## config.mk

```make
export PLATFORM = sky130hd
export DESIGN_NAME = seg7_scan_decoder_flat
export DESIGN_NICKNAME = d
export VERILOG_FILES = /design/src/rtl/seg7_scan_decoder_if.sv /design/src/rtl/seg7_scan_decoder.sv /design/src/flat_wrapper.sv
export SDC_FILE = /design/constraint.sdc
export NUM_CORES = 1
export LEC_CHECK = 0
export ABC_AREA = 1
export BUFFER_PORTS_ARGS = -buffer_cell sky130_fd_sc_hd__buf_4
export CAP_MARGIN = 20
export CORE_MARGIN = 5
export CORE_UTILIZATION = 35
export CTS_CLUSTER_SIZE = 30
export DETAILED_ROUTE_END_ITERATION = 8
export PLACE_DENSITY = 0.63
export SLEW_MARGIN = 20
export SYNTH_ARGS = -nofsm -noshare
export SYNTH_HDL_FRONTEND = slang
export SYNTH_SLANG_ARGS = --single-unit
```

## constraint.sdc

```tcl
create_clock -name clk -period 1.88 [get_ports clk]
set_input_delay 0.188 -clock clk [delete_from_list [all_inputs] [get_ports clk]]
set_output_delay 0.188 -clock clk [all_outputs]
set_load 0.02 [all_outputs]
```

## src/rtl/seg7_scan_decoder_if.sv

```systemverilog
// seg7_scan_decoder_if: signal bundle between a multiplexed 7-segment bus
// (and its test harness) and the scan decoder.
//
// Signalling: there is no valid/ready pair here. seg_in/an_in are sampled
// every clock with no back-pressure. new_digit is a one-cycle strobe that is
// coincident with the data_out/digit_valid update it announces. clear is a
// level sampled on the clock edge. fsm_state mirrors the decoder FSM for
// debug and checker binding: 0=IDLE, 1=TRACK, 2=CAPTURE, 3=HOLD.
interface seg7_scan_decoder_if #(
    parameter int DIGITS = 4
);
    logic [6:0]          seg_in;
    logic [DIGITS-1:0]   an_in;
    logic                clear;
    logic [4*DIGITS-1:0] data_out;
    logic [DIGITS-1:0]   digit_valid;
    logic                frame_valid;
    logic                new_digit;
    logic                code_err;
    logic [1:0]          fsm_state;

    // Display side / harness: drives the bus and clear, observes results
    modport master (
        output seg_in,
        output an_in,
        output clear,
        input  data_out,
        input  digit_valid,
        input  frame_valid,
        input  new_digit,
        input  code_err,
        input  fsm_state
    );

    // Decoder side
    modport slave (
        input  seg_in,
        input  an_in,
        input  clear,
        output data_out,
        output digit_valid,
        output frame_valid,
        output new_digit,
        output code_err,
        output fsm_state
    );
endinterface

```

## src/rtl/seg7_scan_decoder.sv

```systemverilog
// seg7_scan_decoder: recovers hex nibbles from a time-multiplexed,
// active-low 7-segment display bus (segments {g,f,e,d,c,b,a} + one-hot-low
// anodes). Each digit slot must be stable for STABLE_CYCLES samples before
// it is decoded into data_out; blanks invalidate a digit, unknown patterns
// raise a sticky code_err.
//
// Build option: define SEG7_INPUT_SYNC_EN to pass seg_in/an_in through a
// 2-flop synchroniser (reset to all-ones) before sampling; this adds two
// cycles of capture latency and is meant for asynchronous/off-chip buses.
module seg7_scan_decoder #(
    parameter int DIGITS        = 4,
    parameter int STABLE_CYCLES = 8
) (
    input  logic               clk,
    input  logic               rst_n,
    seg7_scan_decoder_if.slave bus
);
    localparam int         IW         = (DIGITS > 1) ? $clog2(DIGITS) : 1;
    localparam logic [7:0] STABLE_MAX = 8'(STABLE_CYCLES);

    typedef enum logic [1:0] {
        S_IDLE    = 2'd0,
        S_TRACK   = 2'd1,
        S_CAPTURE = 2'd2,
        S_HOLD    = 2'd3
    } state_t;

    // ------------------------------------------------------------------
    // Input path (optionally synchronised)
    // ------------------------------------------------------------------
    logic [6:0]        seg_s;
    logic [DIGITS-1:0] an_s;

`ifdef SEG7_INPUT_SYNC_EN
    logic [6:0]        seg_meta_q;
    logic [6:0]        seg_sync_q;
    logic [DIGITS-1:0] an_meta_q;
    logic [DIGITS-1:0] an_sync_q;

    // Two-flop synchroniser; resets to all-ones, i.e. a dark display
    always_ff @(posedge clk or negedge rst_n) begin
        if (!rst_n) begin
            seg_meta_q <= '1;
            seg_sync_q <= '1;
            an_meta_q  <= '1;
            an_sync_q  <= '1;
        end else begin
            seg_meta_q <= bus.seg_in;
            seg_sync_q <= seg_meta_q;
            an_meta_q  <= bus.an_in;
            an_sync_q  <= an_meta_q;
        end
    end

    assign seg_s = seg_sync_q;
    assign an_s  = an_sync_q;
`else
    assign seg_s = bus.seg_in;
    assign an_s  = bus.an_in;
`endif

    // ------------------------------------------------------------------
    // Sample register and stability counter
    // ------------------------------------------------------------------
    logic [6:0]        seg_q;
    logic [DIGITS-1:0] an_q;
    logic [7:0]        cnt_q;
    logic [7:0]        cnt_d;
    logic              changed;
    logic              an_onehot;

    // True when exactly one anode line is driven low
    function automatic logic onehot_low(input logic [DIGITS-1:0] an);
        int unsigned zeros;
        zeros = 0;
        for (int i = 0; i < DIGITS; i++) begin
            if (!an[i]) zeros++;
        end
        return (zeros == 1);
    endfunction

    // Compare the incoming sample with the held one and advance the run length
    always_comb begin
        changed   = ({seg_s, an_s} != {seg_q, an_q});
        an_onehot = onehot_low(an_s);
        cnt_d     = cnt_q;
        if (changed) begin
            cnt_d = 8'd1;
        end else if (cnt_q < STABLE_MAX) begin
            cnt_d = cnt_q + 8'd1;
        end
    end

    // Register the sample every cycle; clear only restarts the run count
    always_ff @(posedge clk or negedge rst_n) begin
        if (!rst_n) begin
            seg_q <= '0;
            an_q  <= '0;
            cnt_q <= '0;
        end else if (bus.clear) begin
            cnt_q <= '0;
        end else begin
            seg_q <= seg_s;
            an_q  <= an_s;
            cnt_q <= cnt_d;
        end
    end

    // ------------------------------------------------------------------
    // Capture FSM
    // ------------------------------------------------------------------
    state_t state_q;
    state_t state_d;
    logic   capture_en;

    // State register
    always_ff @(posedge clk or negedge rst_n) begin
        if (!rst_n) state_q <= S_IDLE;
        else        state_q <= state_d;
    end

    // Next state: any change of the sample restarts tracking (or drops to
    // IDLE if the anodes are no longer one-hot); a run that reaches
    // STABLE_CYCLES is captured exactly once.
    always_comb begin
        state_d = state_q;
        case (state_q)
            S_IDLE: begin
                if (an_onehot) state_d = S_TRACK;
            end
            S_TRACK: begin
                if (changed)                   state_d = an_onehot ? S_TRACK : S_IDLE;
                else if (cnt_d == STABLE_MAX)  state_d = S_CAPTURE;
            end
            S_CAPTURE, S_HOLD: begin
                if (changed) state_d = an_onehot ? S_TRACK : S_IDLE;
                else         state_d = S_HOLD;
            end
            default: state_d = S_IDLE;
        endcase
        if (bus.clear) state_d = S_IDLE;
    end

    // FSM outputs: the capture strobe and the debug state view
    always_comb begin
        capture_en    = (state_q == S_CAPTURE);
        bus.fsm_state = state_q;
    end

    // ------------------------------------------------------------------
    // Pattern decode and digit selection (from the held, stable sample)
    // ------------------------------------------------------------------
    logic          dec_hit;
    logic          dec_blank;
    logic [3:0]    dec_nib;
    logic [IW-1:0] digit_idx;

    // Map the active-low segment pattern back to its hex nibble
    always_comb begin
        dec_hit   = 1'b1;
        dec_nib   = 4'h0;
        dec_blank = (seg_q == 7'h7F);
        case (seg_q)
            7'h40:   dec_nib = 4'h0;
            7'h79:   dec_nib = 4'h1;
            7'h24:   dec_nib = 4'h2;
            7'h30:   dec_nib = 4'h3;
            7'h19:   dec_nib = 4'h4;
            7'h12:   dec_nib = 4'h5;
            7'h02:   dec_nib = 4'h6;
            7'h78:   dec_nib = 4'h7;
            7'h00:   dec_nib = 4'h8;
            7'h10:   dec_nib = 4'h9;
            7'h08:   dec_nib = 4'hA;
            7'h03:   dec_nib = 4'hB;
            7'h27:   dec_nib = 4'hC;
            7'h21:   dec_nib = 4'hD;
            7'h06:   dec_nib = 4'hE;
            7'h0E:   dec_nib = 4'hF;
            default: dec_hit = 1'b0;
        endcase
    end

    // Position of the low anode; only meaningful while capturing (one-hot)
    always_comb begin
        digit_idx = '0;
        for (int i = 0; i < DIGITS; i++) begin
            if (!an_q[i]) digit_idx = IW'(i);
        end
    end

    // ------------------------------------------------------------------
    // Recovered value registers
    // ------------------------------------------------------------------
    logic [4*DIGITS-1:0] data_q;
    logic [DIGITS-1:0]   valid_q;
    logic                new_digit_q;
    logic                err_q;

    // Apply a capture to the selected digit; clear wins over a capture
    always_ff @(posedge clk or negedge rst_n) begin
        if (!rst_n) begin
            data_q      <= '0;
            valid_q     <= '0;
            new_digit_q <= 1'b0;
            err_q       <= 1'b0;
        end else if (bus.clear) begin
            data_q      <= '0;
            valid_q     <= '0;
            new_digit_q <= 1'b0;
            err_q       <= 1'b0;
        end else begin
            new_digit_q <= 1'b0;
            if (capture_en) begin
                if (dec_hit) begin
                    data_q[{digit_idx, 2'b00} +: 4] <= dec_nib;
                    valid_q[digit_idx]              <= 1'b1;
                    new_digit_q                     <= 1'b1;
                end else if (dec_blank) begin
                    valid_q[digit_idx] <= 1'b0;
                end else begin
                    err_q <= 1'b1;
                end
            end
        end
    end

    assign bus.data_out    = data_q;
    assign bus.digit_valid = valid_q;
    assign bus.frame_valid = &valid_q;
    assign bus.new_digit   = new_digit_q;
    assign bus.code_err    = err_q;

endmodule

```

## src/flat_wrapper.sv

```systemverilog
// flat-port wrapper written by rule: the top's interface ports become plain ports
module seg7_scan_decoder_flat 
#(
    parameter int DIGITS        = 4,
    parameter int STABLE_CYCLES = 8
)
  (clk, rst_n, bus_seg_in, bus_an_in, bus_clear, bus_data_out, bus_digit_valid, bus_frame_valid, bus_new_digit, bus_code_err, bus_fsm_state);
  seg7_scan_decoder_if #(.DIGITS(DIGITS)) bus_i ();
  input  logic clk;
  input  logic rst_n;
  input wire logic [$bits(bus_i.seg_in)-1:0] bus_seg_in;
  input wire logic [$bits(bus_i.an_in)-1:0] bus_an_in;
  input wire logic [$bits(bus_i.clear)-1:0] bus_clear;
  output wire logic [$bits(bus_i.data_out)-1:0] bus_data_out;
  output wire logic [$bits(bus_i.digit_valid)-1:0] bus_digit_valid;
  output wire logic [$bits(bus_i.frame_valid)-1:0] bus_frame_valid;
  output wire logic [$bits(bus_i.new_digit)-1:0] bus_new_digit;
  output wire logic [$bits(bus_i.code_err)-1:0] bus_code_err;
  output wire logic [$bits(bus_i.fsm_state)-1:0] bus_fsm_state;
  assign bus_i.seg_in = bus_seg_in;
  assign bus_i.an_in = bus_an_in;
  assign bus_i.clear = bus_clear;
  assign bus_data_out = bus_i.data_out;
  assign bus_digit_valid = bus_i.digit_valid;
  assign bus_frame_valid = bus_i.frame_valid;
  assign bus_new_digit = bus_i.new_digit;
  assign bus_code_err = bus_i.code_err;
  assign bus_fsm_state = bus_i.fsm_state;
  seg7_scan_decoder #(.DIGITS(DIGITS), .STABLE_CYCLES(STABLE_CYCLES)) u_core (.clk(clk), .rst_n(rst_n), .bus(bus_i));
endmodule
```

==> results.sh, run 1 <==
export IMPL_status="completed"
export IMPL_grt_pass1_vias=2523
export IMPL_synthXorXnorAreaFrac_pct=1.956
export IMPL_hold_ws_ns=0.1097
export IMPL_preCtsSetupSlack_ns=-0.04037
export IMPL_area_growth_pct=22.22
export IMPL_detail_route_wl_per_cell_um=11.92
export IMPL_drive_gt1_share_pct=22.07
export IMPL_ys_flop_type="dfrtp_1"
export IMPL_vias=2603
export IMPL_synthSimpleGateAreaFrac_pct=43.78
export IMPL_finalPower_mw=2.198
export IMPL_gp_congestion=0.8977
export IMPL_powerDensity_nw_per_um2=669.6
export IMPL_cp_max_fo=6
export IMPL_yosysMostFrequentCell="nand2_1"
export IMPL_layout_nets=462
export IMPL_endpoint_kind="flop"
export IMPL_layout_min_cycle_time_ns=1.723
export IMPL_synthesis_instances=395
export IMPL_holdCritStartpoint="bus_seg_in[6]"
export IMPL_cap_viol_max_count=0
export IMPL_p_int_mw=1.532
export IMPL_synth_area_leaders="dfrtp_1, nand2_1, nor2_1"
export IMPL_synthAdderAreaFrac_pct=1.863
export IMPL_arrival_ns=1.91
export IMPL_report_final_hold_viol_count=0
export IMPL_clk_pin_slew_ns=0.08
export IMPL_post_route_drc_count=0
export IMPL_antenna_found_initial=0
export IMPL_diodes=0
export IMPL_finalCritPeriodShare_pct=91.66
export IMPL_hold_path_class="input pin to flop"
export IMPL_clockBufferDepth=2
export IMPL_clock_fmax_ghz=0.5803
export IMPL_overflow=0
export IMPL_slew_viol_final=0
export IMPL_setup_ws_ns=0.1568
export IMPL_combPwrFrac_pct=21.3
export IMPL_finClkSkew_ns=0.007434
export IMPL_cts_sinks=43
export IMPL_die_area_um2=9528
export IMPL_synth_cell_types=27
export IMPL_synth_seq_cells=43
export IMPL_syn_area_um2=2686
export IMPL_drt_iter0_markers=178
export IMPL_rows=32
export IMPL_fin_area_um2=3283
export IMPL_grt_use_total_pct=14.32
export IMPL_io_buffers=38
export IMPL_p_sw_uw=666.0
export IMPL_start_util_pct=35.31
export IMPL_synth_top_family_by_area="simple AND/OR/NAND/NOR gates"
export IMPL_numCtsBuffers=5
export IMPL_synthesis_nets=413
export IMPL_viasPerCell=4.767
export IMPL_synth_top_area_share_pct=40.06
export IMPL_r2r_start="u_core.seg_q[6]"
export IMPL_seq_power_share_pct=46.8
export IMPL_yosysTopAreaCell="dfrtp_1"
export IMPL_dp_cells=536
export IMPL_hpwlAfterDp_mm=5.004
export IMPL_synth_compound_area_share_pct=4.471
export IMPL_setup_viol=0
export IMPL_post_dp_cell_area_um2=3124
export IMPL_worstSetupPathType="flop to flop"
export IMPL_reg2reg_setup_slack_ns=0.16
export IMPL_die_h_um=97.61
export IMPL_tightest_slew_ns=0.5508
export IMPL_synthArstFlopShare_pct=100.0
export IMPL_p_leak_nw=1.783
export IMPL_wl_mm=6.508
export IMPL_io_pins=39
export IMPL_relSlewSlack_pct=63.28
export IMPL_ir_drop_mv=0.2780
export IMPL_cts_tree="done"
export IMPL_finalNonFillerCells=546
export IMPL_power_switching_share_pct=30.29
export IMPL_clk_insertion_delay_late_ns=0.30
export IMPL_synthMuxAreaShare_pct=0
export IMPL_grt_pass1_wl_mm=11.43
export IMPL_n_fill_cell=812
export IMPL_p_clk_share_pct=31.9
export IMPL_synth_area_per_cell_um2=6.801
export IMPL_worstPathRequired_ns=2.07
export IMPL_ys_warn_count=0
export IMPL_core_area_um2=7607
export IMPL_synth_edf_count=0
export IMPL_synth_common_cells="nand2_1, dfrtp_1, nor2_1"
export IMPL_grt_max_degree=44
export IMPL_root_buffer="clkbuf_8"
export IMPL_ys_seq_area_share_pct=40.06
export IMPL_ant_nets=0
export IMPL_die_w_um=97.61
export IMPL_htree_levels=2
export IMPL_dr_pass1_iters=4
export IMPL_setup_worst_path_start="u_core.seg_q[6]"
export IMPL_startpoint_type="flop"
sequential cells by signal, indices dropped and copies added, names as in the netlist:
name                    cells
u_core.seg_q                7
u_core.cnt_q                8
u_core.bus.digit_valid      4
u_core.bus.data_out        16
u_core.bus.new_digit        1
u_core.an_q                 4
u_core.bus.code_err         1
u_core.bus.fsm_state        2
cell type report:
class | count | area (um2) | share of cell area (%)
Inverter | 47 | 176.4 | 5.373
Multi-Input combinational cell | 298 | 1421 | 43.29
Clock buffer | 6 | 72.57 | 2.210
Clock inverter | 1 | 30.03 | 0.9146
Timing Repair Buffer | 49 | 370.4 | 11.28
Tap cell | 102 | 127.6 | 3.887
Sequential cell | 43 | 1085 | 33.04
per-stage QoR:
| stage | setup TNS (ns) | utilization [%] |
|---|---|---|
| 6_report | 0 | 43.16 |
| 5_1_grt | -0.01504 | 43.16 |
| 3_3_place_gp | 0 | 41.07 |
| 4_1_cts | 0 | 42.55 |
| 2_1_floorplan | 0 | - |
| 3_5_place_dp | -0.07873 | 41.07 |
worst max-delay path: stages (launching register included):
cell     delay [ns]
dfrtp_2        0.46
inv_2          0.10
nor2_2         0.06
inv_1          0.08
nor2_1         0.07
nor2_1         0.10
nand3_1        0.08
nor2_1         0.20
nand2_1        0.10
nand2_1        0.11
nand2_2        0.10
nand3_1        0.10
nand2_1        0.06
power groups by stage:
stage          clock network [mW]  registers [mW]  logic, mW
6_report                    0.702            1.03      0.468
5_1_grt                     0.764            1.04      0.532
3_5_place_dp                    0            1.04      0.459
2_1_floorplan                   0            1.05      0.285
3_3_place_gp                    0            1.04      0.453
4_1_cts                     0.722            1.02      0.462
metal layers:
layer,global-route usage [%],wire length (um),up-vias
li1,-,-,1349
met1,18.70,3060,1179
met2,24.04,3012,63
met3,2.369,315,12
met4,4.686,119,0
met5,0,0,-
kinds of logic after synthesis:
group           count (synthesis)
fa+ha+maj                       4
xor+xnor                        6
simple gates                  265
compound gates                 23
flops                          43
buf+inv                        54
cells in the final DEF, fill, tap and decap left out, types with 11 or more instances in the layout:
cell / n
buf_4: 48
dfrtp_1: 36
inv_1: 39
nand2_1: 137
nand2_2: 11
nand3_1: 29
nand4_1: 17
nor2_1: 40
nor3_1: 11
o21ai_0: 16
path summary, 6_finish.rpt:
path	to	cells after the start
max	u_core.bus.data_out[12]	12
min	u_core.seg_q[6]	3
max reg2reg	u_core.bus.data_out[12]	12
min reg2reg	u_core.bus.data_out[15]	2
max in group asynchronous	u_core.seg_q[3]	2
min in group asynchronous	u_core.bus.data_out[15]	2
what timing repair did:
| action | 4_1_cts | 5_1_grt |
|---|---|---|
| setup endpoints to repair | 0 | 21 |
| setup buffers | 0 | 2 |
| hold buffers | 1 | 0 |
| hold endpoints to repair | 43 | 0 |
| gates resized for setup | 0 | 14 |
Note: power is estimated with default switching activity, not from simulation.
==> run 2, diff against run 1 <==
- CORE_ASPECT_RATIO: not set -> 0.8
==> run 2 against run 1 <==
Effect of this change: via count grew 2.8%; combinational power grew 10%; sequential cell count is the same; core utilization grew 2.7 points; fmax shrank 1.6%; largest cell class unchanged; final cell count grew 2.0%; final area grew 3.7%; global-route usage grew 0.80 points; critical endpoint is now u_core.bus.fsm_state[0]; critical path depth shrank 2; highest routed layer unchanged.
==> results.sh, run 2 (same netlist as run 1, synthesis figures left out) <==
export IMPL_status="completed"
export IMPL_layout_min_cycle_time_ns=1.752
export IMPL_drive_gt1_share_pct=26.11
export IMPL_area_growth_pct=26.78
export IMPL_worstPathRequired_ns=2.12
export IMPL_clk_insertion_delay_late_ns=0.30
export IMPL_powerDensity_nw_per_um2=672.2
export IMPL_grt_pass1_vias=2367
export IMPL_report_final_hold_viol_count=0
export IMPL_grt_use_total_pct=15.12
export IMPL_post_route_util_pct=45.86
export IMPL_relSlewSlack_pct=64.02
export IMPL_gp_congestion=0.9232
export IMPL_io_pins=39
export IMPL_cts_sinks=43
export IMPL_hold_path_class="input pin to flop"
export IMPL_finalCritPeriodShare_pct=93.17
export IMPL_finClkSkew_ns=0.003569
export IMPL_die_w_um=108.0
export IMPL_setup_tns_ns=0
export IMPL_clk_pin_slew_ns=0.09
export IMPL_htree_levels=2
export IMPL_die_area_um2=9538
export IMPL_slew_viol_final=0
export IMPL_rsz0062_at_grt="true"
export IMPL_root_buffer="clkbuf_8"
export IMPL_io_buffers=38
export IMPL_dr_pass1_iters=5
export IMPL_clock_fmax_ghz=0.5709
export IMPL_cp_max_fo=9
export IMPL_regArea_um2=1085
export IMPL_cts_tree="done"
export IMPL_overflow=0
export IMPL_endpoint_kind="flop"
export IMPL_crit_slowest_cell="dfrtp_2"
export IMPL_grt_max_degree=44
export IMPL_vias=2676
export IMPL_multiInputGateArea_um2=1485
export IMPL_largest_register_ffs=16
export IMPL_n_fill_cell=791
export IMPL_setup_viol=0
export IMPL_wl_mm=6.764
export IMPL_slowest_delay_ns=0.44
export IMPL_cap_viol_max_count=0
export IMPL_tightest_slew_ns=0.5397
export IMPL_post_route_drc_count=0
export IMPL_numCtsBuffers=5
export IMPL_grt_pass1_wl_mm=11.40
export IMPL_layout_nets=469
export IMPL_p_leak_nw=1.833
export IMPL_rows=28
export IMPL_arrival_ns=1.99
export IMPL_detail_route_wl_per_cell_um=12.14
export IMPL_final_cell_mix="nand2_1, buf_4, inv_1"
export IMPL_diodes=0
export IMPL_clockBufferDepth=2
export IMPL_startpoint_type="flop"
export IMPL_viasPerCell=4.804
export IMPL_final_common_cell="nand2_1"
export IMPL_ir_drop_mv=0.3054
export IMPL_start_util_pct=36.17
export IMPL_worstSetupPathType="flop to flop"
export IMPL_core_area_um2=7427
export IMPL_ant_nets=0
export IMPL_hpwlAfterDp_mm=5.204
export IMPL_path_cells="buf_4 > xnor2_1 > nand3_1 > nor2_2 > nand2_2 > inv_2 > nand2_1 > nand3_1 > nand2_1 > o21ai_1"
export IMPL_die_h_um=88.36
export IMPL_drt_iter0_markers=205
export IMPL_antenna_found_initial=0
-- run 2: cell types whose count changed in the layout (fill, tap and decap cells not counted), sizes merged --
cell,change
buf,+6
clkbuf,-1
clkinv,+2
nor2,+1
-- run 2: critical path, delay by kind of cell (launching register included) --
family / cells / cell delay, ns
compound gates: 1 / 0.11
flops: 1 / 0.44
buf+inv: 2 / 0.26
simple gates: 6 / 0.69
xor+xnor: 1 / 0.17
-- run 2: repair_timing --
| item | CTS | global route |
|---|---|---|
| gates resized for setup | 0 | 32 |
| endpoints found under the setup margin | 0 | 21 |
| endpoints found under the hold margin | 43 | 0 |
| hold buffers | 1 | 0 |
| buffers inserted | 0 | 8 |
-- run 2: worst paths after layout --
check | start | to | slack [ns] | cells past startpoint
worst max-delay path | u_core.seg_q[6] | u_core.bus.fsm_state[0] | 0.13 | 10
worst min-delay path | bus_seg_in[6] | u_core.seg_q[6] | 0.10 | 3
worst max register to register | u_core.seg_q[6] | u_core.bus.fsm_state[0] | 0.13 | 10
worst min register to register | u_core.bus.data_out[0] | u_core.bus.data_out[0] | 0.49 | 2
max in group asynchronous | rst_n | u_core.seg_q[0] | 1.08 | 2
min in group asynchronous | rst_n | u_core.bus.data_out[13] | 0.40 | 2
-- run 2: layout make-up --
cell class,instances,share of cell area [%]
Inverter,47,5.180
Timing Repair Buffer,55,12.20
Clock buffer,5,2.021
Multi-Input combinational cell,299,43.61
Tap cell,105,3.857
Sequential cell,43,31.85
Clock inverter,3,1.286
-- run 2: power breakdown --
| part | leakage [nW] | internal (mW) | total (mW) | switching (mW) |
|---|---|---|---|---|
| clock | 0.0581 | 0.396 | 0.745 | 0.349 |
| sequential | 0.566 | 0.970 | 1.03 | 0.0572 |
| combinational | 1.21 | 0.196 | 0.517 | 0.321 |
| total | 1.83 | 1.56 | 2.29 | 0.727 |
-- run 2: routing by layer --
layer / routed length, um / up-vias / global-route usage, %
met2: 2795 / 71 / 21.90
li1: - / 1362 / -
met3: 358 / 10 / 2.991
met5: 0 / - / 0
met1: 3510 / 1233 / 22.62
met4: 99 / 0 / 4.817
-- run 2: per-stage QoR --
step	instance area, um2	std cells	power [mW]	hold slack, ns	setup WS, ns
floorplan	2686	395	1.339	-0.1076	0.2117
CTS	3258	549	2.254	0.09541	0.01441
global route	3406	557	2.427	0.1198	-0.05798
finish	3406	557	2.289	0.1023	0.1284
global placement	3136	540	1.500	0.2209	0.008349
detailed placement	3136	540	1.508	0.2229	-0.04253
